--- config.mk ---
export PLATFORM = sky130hd
export DESIGN_NAME = regfile_writeback
export DESIGN_NICKNAME = d
export VERILOG_FILES = /design/src/rtl/regfile_writeback.sv
export SDC_FILE = /design/constraint.sdc
export NUM_CORES = 1
export LEC_CHECK = 0
export BUFFER_PORTS_ARGS = -buffer_cell sky130_fd_sc_hd__buf_2
export CORE_MARGIN = 2
export CORE_UTILIZATION = 40
export DETAILED_ROUTE_END_ITERATION = 10
export PLACE_DENSITY = 0.65
export SYNTH_ARGS = -nofsm -noshare
export SYNTH_HDL_FRONTEND = slang
export SYNTH_SLANG_ARGS = --single-unit
--- constraint.sdc ---
create_clock -name clk -period 2.2 [get_ports clk]
set_clock_uncertainty 0.2 [all_clocks]
set_input_delay 0.11 -clock clk [delete_from_list [all_inputs] [get_ports clk]]
set_output_delay 0.11 -clock clk [all_outputs]
set_load 0.005 [all_outputs]
--- src/rtl/regfile_writeback.sv ---
// rtl/regfile_writeback.sv - register file write-port owner: ALU/load merge, skid buffer, pending-load scoreboard
//
// Ports:
//   clk, rst                 clock; asynchronous active-low reset
//   alu_valid/alu_rd/alu_data   single-cycle ALU result, always accepted
//   lsu_valid/lsu_ready/lsu_rd/lsu_data   load response handshake
//   issue_valid/issue_rd     load issue, marks rd pending
//   dec_valid/dec_rs1/dec_rs2/dec_rd   decode hazard query
//   stall                    combinational hazard flag to decode
//   rf_we/rf_waddr/rf_wdata  registered write port to the register file
module regfile_writeback #(
  parameter int XLEN       = 32,
  parameter int ADDR_WIDTH = 5,
  parameter int NUM_REGS   = 32
) (
  input  logic                  clk,
  input  logic                  rst,
  input  logic                  alu_valid,
  input  logic [ADDR_WIDTH-1:0] alu_rd,
  input  logic [XLEN-1:0]       alu_data,
  input  logic                  lsu_valid,
  output logic                  lsu_ready,
  input  logic [ADDR_WIDTH-1:0] lsu_rd,
  input  logic [XLEN-1:0]       lsu_data,
  input  logic                  issue_valid,
  input  logic [ADDR_WIDTH-1:0] issue_rd,
  input  logic                  dec_valid,
  input  logic [ADDR_WIDTH-1:0] dec_rs1,
  input  logic [ADDR_WIDTH-1:0] dec_rs2,
  input  logic [ADDR_WIDTH-1:0] dec_rd,
  output logic                  stall,
  output logic                  rf_we,
  output logic [ADDR_WIDTH-1:0] rf_waddr,
  output logic [XLEN-1:0]       rf_wdata
);

  logic                  buf_valid;
  logic [ADDR_WIDTH-1:0] buf_rd;
  logic [XLEN-1:0]       buf_data;
  logic                  rf_is_load;
  logic [NUM_REGS-1:0]   pending;
  logic [NUM_REGS-1:0]   pending_nxt;

  logic                  alu_req;
  logic                  load_req;
  logic                  sel_valid;
  logic                  sel_load;
  logic [ADDR_WIDTH-1:0] sel_rd;
  logic [XLEN-1:0]       sel_data;
  logic                  buf_load;
  logic                  buf_drain;

  // The buffer only fills when empty, so a full buffer is the only reason
  // to refuse a load response.
  assign lsu_ready = ~buf_valid;

  // rd=0 handshakes are accepted but turned into no-ops here.
  assign alu_req  = alu_valid & (alu_rd != '0);
  assign load_req = lsu_valid & lsu_ready & (lsu_rd != '0);

  // Fixed priority: ALU, then the older buffered load, then a fresh load.
  always_comb begin
    sel_valid = 1'b0;
    sel_load  = 1'b0;
    sel_rd    = '0;
    sel_data  = '0;
    buf_load  = 1'b0;
    buf_drain = 1'b0;
    if (alu_req) begin
      sel_valid = 1'b1;
      sel_rd    = alu_rd;
      sel_data  = alu_data;
      buf_load  = load_req;
    end else if (buf_valid) begin
      sel_valid = 1'b1;
      sel_load  = 1'b1;
      sel_rd    = buf_rd;
      sel_data  = buf_data;
      buf_drain = 1'b1;
    end else if (load_req) begin
      sel_valid = 1'b1;
      sel_load  = 1'b1;
      sel_rd    = lsu_rd;
      sel_data  = lsu_data;
    end
  end

  always_ff @(posedge clk or negedge rst) begin
    if (!rst) begin
      buf_valid <= 1'b0;
      buf_rd    <= '0;
      buf_data  <= '0;
    end else if (buf_load) begin
      buf_valid <= 1'b1;
      buf_rd    <= lsu_rd;
      buf_data  <= lsu_data;
    end else if (buf_drain) begin
      buf_valid <= 1'b0;
    end
  end

  always_ff @(posedge clk or negedge rst) begin
    if (!rst) begin
      rf_we      <= 1'b0;
      rf_waddr   <= '0;
      rf_wdata   <= '0;
      rf_is_load <= 1'b0;
    end else begin
      rf_we      <= sel_valid;
      rf_is_load <= sel_load;
      if (sel_valid) begin
        rf_waddr <= sel_rd;
        rf_wdata <= sel_data;
      end
    end
  end

  // Clearing on the commit edge means the register file already holds the
  // load data when the stall drops. Set is applied last so it wins.
  always_comb begin
    pending_nxt = pending;
    if (rf_we && rf_is_load) begin
      pending_nxt[rf_waddr] = 1'b0;
    end
    if (issue_valid && (issue_rd != '0)) begin
      pending_nxt[issue_rd] = 1'b1;
    end
    pending_nxt[0] = 1'b0;
  end

  always_ff @(posedge clk or negedge rst) begin
    if (!rst) begin
      pending <= '0;
    end else begin
      pending <= pending_nxt;
    end
  end

  // pending[0] is held at 0, so x0 operands never stall.
  assign stall = dec_valid & (pending[dec_rs1] | pending[dec_rs2] | pending[dec_rd]);

endmodule

# After elaboration in Yosys (flattened, before gate mapping)
# Cells that the tools add are included.
dict set report op_classes {
  magnitude_cmp 7
  mux 27
  bitwise 10
  n_reduce_logical 8
}
# op count
set op_table {}
lappend op_table {{$mux 32} 5}
lappend op_table {{$and 32x32->32} 1}
lappend op_table {{$not 32->32} 1}
lappend op_table {{$or 32x32->32} 1}
lappend op_table {{$lt 5x6->1 const B} 5}
lappend op_table {{$bmux 1 s5} 3}
lappend op_table {{$mux 5} 3}
lappend op_table {{$reduce_bool 5->1} 3}
lappend op_table {{$mux 1} 14}
lappend op_table {{$demux 1 s5} 2}
lappend op_table {{$ge 5x1->1 const B} 2}
lappend op_table {{$and 1x1->1} 4}
lappend op_table {{$logic_and 1x1->1} 4}
lappend op_table {{$or 1x1->1} 2}
lappend op_table {{$reduce_bool 2->1} 1}
lappend op_table {{$not 1->1} 1}
dict set report totals {
  ff_bits 108
  in_bits 100
  output_inout_bits 40
  elab_cells 60
}

# Longest topological paths before layout
dict set report logic_depth {
  depth_word 9
  ltp_mapped 9
  mapped_depth_nobuf 6
}

# Worst setup path after synthesis
# OpenSTA, ideal clock, no wires.
dict set report synth_timing {
  kind {reg-to-reg}
  startpoint {register buf_valid}
  endpoint {register buf_data[10]}
  setup_ns 0.125
  t_arrival_ns 1.822
  required_time_ns 1.875
  slack_ns 0.052
  stages_incl_launch_ff 9
  path_buffers 4
  period_less_slack_ns 2.148
  path_cell_list {dfrtp_1 -> clkbuf_1 -> nor2b_1 -> o21a_1 -> buf_6 -> and2_4 -> buf_6 -> buf_6 -> mux2_4}
}
dict set report synth_between {
  elab_chain_len 4
}
# element line_no
set synth_lines {}
lappend synth_lines {{start, declared} 37} ;# logic buf_valid;
lappend synth_lines {{start signal, assigned} 90} ;# buf_valid <= 1'b0;
lappend synth_lines {{start signal, assigned} 94} ;# buf_valid <= 1'b1;
lappend synth_lines {{start signal, assigned} 98} ;# buf_valid <= 1'b0;
lappend synth_lines {{$not 1->1} 55} ;# assign lsu_ready = ~buf_valid;
lappend synth_lines {{$and 1x1->1 (2 in a row)} 59} ;# assign load_req = lsu_valid & lsu_ready & (lsu_rd != '0);
lappend synth_lines {{$mux 1} 69} ;# if (alu_req) begin
lappend synth_lines {{end signal, assigned} 96} ;# buf_data <= lsu_data;
lappend synth_lines {{end, declared} 39} ;# logic [XLEN-1:0] buf_data;
# No other way between the ends.
# A chain may end at the register's enable or synchronous reset.

# Final worst setup path
dict set report layout_timing {
  startpoint {register pending[26]}
  endpoint {output port stall}
}
dict set report layout_between {
  elab_chain_len 5
  word_cells_on_any_way 9
  cone_classes {mux (6); bitwise (3)}
}
# element line_no
set layout_lines {}
lappend layout_lines {{start, declared} 41} ;# logic [NUM_REGS-1:0] pending;
lappend layout_lines {{start signal, assigned} 135} ;# pending <= pending_nxt;
lappend layout_lines {{$bmux 1 s5} 140} ;# assign stall = dec_valid & (pending[dec_rs1] | pending[dec_rs2] | pending[dec_rd]);
lappend layout_lines {{$mux 1 (not written as such)} 140}
lappend layout_lines {{$or 1x1->1} 140}
lappend layout_lines {{$or 1x1->1 *} 140}
lappend layout_lines {{$and 1x1->1 *} 140}
lappend layout_lines {{end, declared} 31} ;# output logic stall,
# Every way passes the cells marked *; elsewhere a longest branch is shown, timed or not. The select of a mux whose other input is x is not followed.

==> flow_summary.ini <==
[place]
dp.cells = 757
dp_hpwl_um = 10400
gp_congestion = 0.888
dpl-instance-area_mm2 = 0.00641
numPortBuffers = 139

[sta]
fmax_ghz = 0.387
worst_slack_ns = -0.384
slew_viol_final = 0
hold_ws_ns = 0.0543
tightest_slew_ns = 0.622
finalCritPeriodShare = 1.17
finalSetupTns_ns = -0.384
setup_viol = 1
fin_crit_ns = 2.58
relSlewSlack = 0.585
finalHoldViolations = 0
grt_setup_unrepaired = yes

[logic_synthesis]
synthMuxAreaShare = 0.205
synthAdderAreaFrac = 0
yosys_register_bits = 108
synth_area_leaders = dfrtp_1 (49%), mux4_2 (9.0%), mux2_4 (7.9%)
synth_top_area_cell = dfrtp_1
synth_common_cells = dfrtp_1 (108), o21ai_0 (66), nor2_1 (44)
ys.flop_type = dfrtp_1
syn_area_mm2 = 0.00549
synth_top_cell_area_share = 0.492
synthXorXnorAreaFrac = 0
synth_edf_count = 0
synth_most_common_cell = dfrtp_1
syn_avg_cell_area_um2 = 12.0
ys_warn_count = 0
synth_top_family_by_area = multiplexers
syn-num-nets = 557
synth_cells = 457
ys_types = 35
synth-simple-area-share = 0.0896
seq_area_frac_synth = 0.492
synth_compound_gate_area_share = 0.173
async_flop_share = 1.00

[grt]
grt_pass1_wl_um = 25600
grt_pass1_vias = 5115
antenna_found_initial = 0
grt_max_degree = 42
grt_use_total = 0.223
grt_overflow = 0

[cts]
cts_root_buffer = clkbuf_16
cts_tree = built
clk_latency_ns = 0.35
cts.clk_slew.worst_paths_ns = 0.07
cts.sinks = 108
cts-buffers-inserted = 9
clockBufferDepth = 2
h-tree-depth = 3

[setup_path]
crit_required_ns = 1.89
worstSetupStartpointType = flop
crit_arrival_ns = 2.27
cp-end-kind = output pin
criticalPathCategory = flop to output pin
path_max_fanout = 4
r2r-start = buf_valid$_DFFE_PN0P_
crit_path_start = pending[26]$_DFF_PN0_

[drt]
dr.pass1.iters = 4
ant_nets = 0
wl_per_cell_um = 18.5
vias = 4911
avgViaCountPerCell = 5.72
route.detailed.drc = 0
first_iter_violations = 395
wl_um = 15900

[cells_and_area]
n_antenna_cell = 0
fin_cells = 858
fin_util = 0.567
finalNetCount = 777
finalInstanceArea_mm2 = 0.00754
drive_gt1_frac = 0.365
area_growth_pct = 37.3

[status]
status = finished with violations
violations = setup timing

[die]
dieArea_mm2 = 0.0147
core_mm2 = 0.0133
die_w_um = 121
io_pins = 140
die_y_um = 121
fp-row-count = 42
start_util = 0.413

[power_and_ir_drop]
leakagePower_uw = 0.00316
irDropWorstVdd_mv = 0.369
powerDensity_mw_per_mm2 = 789

[min_path]
hp-start = alu_rd[4]
hold_path_class = input port to flop

[run]
maxCapViolCount = 0
==> cell families after synthesis <==
logic type	Yosys count
AND/OR/NAND/NOR	95
buffers and inverters	37
AO/OA/AOI/OAI	148
flip-flops	108
multiplexers	69
==> metrics by stage <==
| step | worst slack, ns | power [uW] |
|---|---|---|
| after detailed placement | -0.0130 | 4270 |
| final | -0.384 | 5940 |
| after global routing | -0.468 | 6290 |
| after global placement | 0.000974 | 4200 |
| after floorplan | 0.0524 | 3690 |
| after CTS | -0.395 | 5950 |
==> path summary, 6_finish.rpt <==
kind	to	slack, ns	cells after the start
setup reg to reg	rf_waddr[2]$_DFFE_PN0P_	0.04	6
max in group asynchronous	rf_waddr[3]$_DFFE_PN0P_	1.11	3
setup / recovery	stall	-0.38	6
hold reg to reg	buf_data[3]$_DFFE_PN0P_	0.31	1
min in group asynchronous	pending[17]$_DFF_PN0_	0.07	2
hold / removal	rf_is_load$_DFF_PN0_	0.05	5
==> report_power, final <==
group | internal, uW | switching (uW) | leakage (uW)
combinational | 947 | 667 | 0.00182
clock | 832 | 708 | 0.000140
sequential | 2430 | 365 | 0.00120
==> critical path, stage by stage, from the launching register on <==
cell,delay [ns]
dfrtp_1,0.41
mux4_2,0.47
mux4_2,0.48
nand2_1,0.07
o21ai_1,0.06
o41a_1,0.31
buf_2,0.13
==> metal layers <==
layer  share of wire  vias to the layer above  global-route usage
met4           0.020                        0              0.0754
met2            0.49                      207               0.368
li1                -                     2212                   -
met3           0.072                       24              0.0620
met1            0.41                     2468               0.283
met5               0                        -                   0
==> state kept, by name, summed over array words and instances, names as in the netlist <==
signal      cells
pending        31
buf_data       32
buf_valid       1
rf_wdata       32
rf_waddr        5
rf_we           1
buf_rd          5
rf_is_load      1
==> placed cells by master, fill, tap and decap left out, types with 2 or more instances in the layout <==
cell type / n
mux2_2: 13
o21ai_0: 65
nor2b_1: 3
a221oi_1: 36
nand3b_1: 10
mux2i_1: 5
or3_1: 3
dlygate4sd3_1: 80
nand4_1: 2
clkbuf_8: 2
nand4b_1: 3
or4_1: 3
mux2_4: 29
nand2_1: 13
buf_12: 5
nor2_1: 44
o22ai_1: 33
a221o_1: 2
inv_1: 4
or3b_2: 4
mux4_2: 22
dfrtp_1: 108
a21oi_1: 3
nand3_1: 6
clkbuf_1: 2
buf_4: 17
clkbuf_16: 9
buf_2: 138
clkinv_2: 2
==> repair_timing <==
item,CTS,global route
buffers inserted,1,3
endpoints found under the hold margin,192,0
pin swaps,1,1
setup endpoints to repair,1,38
gates cloned,0,1
resized for setup,0,2
hold buffers,80,0
==> cell type report <==
class,count,area (um2)
fillers,1093,5760
flip-flops and latches,108,2700
multi-input cells,313,2590
repair buffers,241,1730
clock buffers,13,260
well taps,176,220
clock inverters,3,18.8
inverters,4,15.0
(Power assumes the default switching activity.)
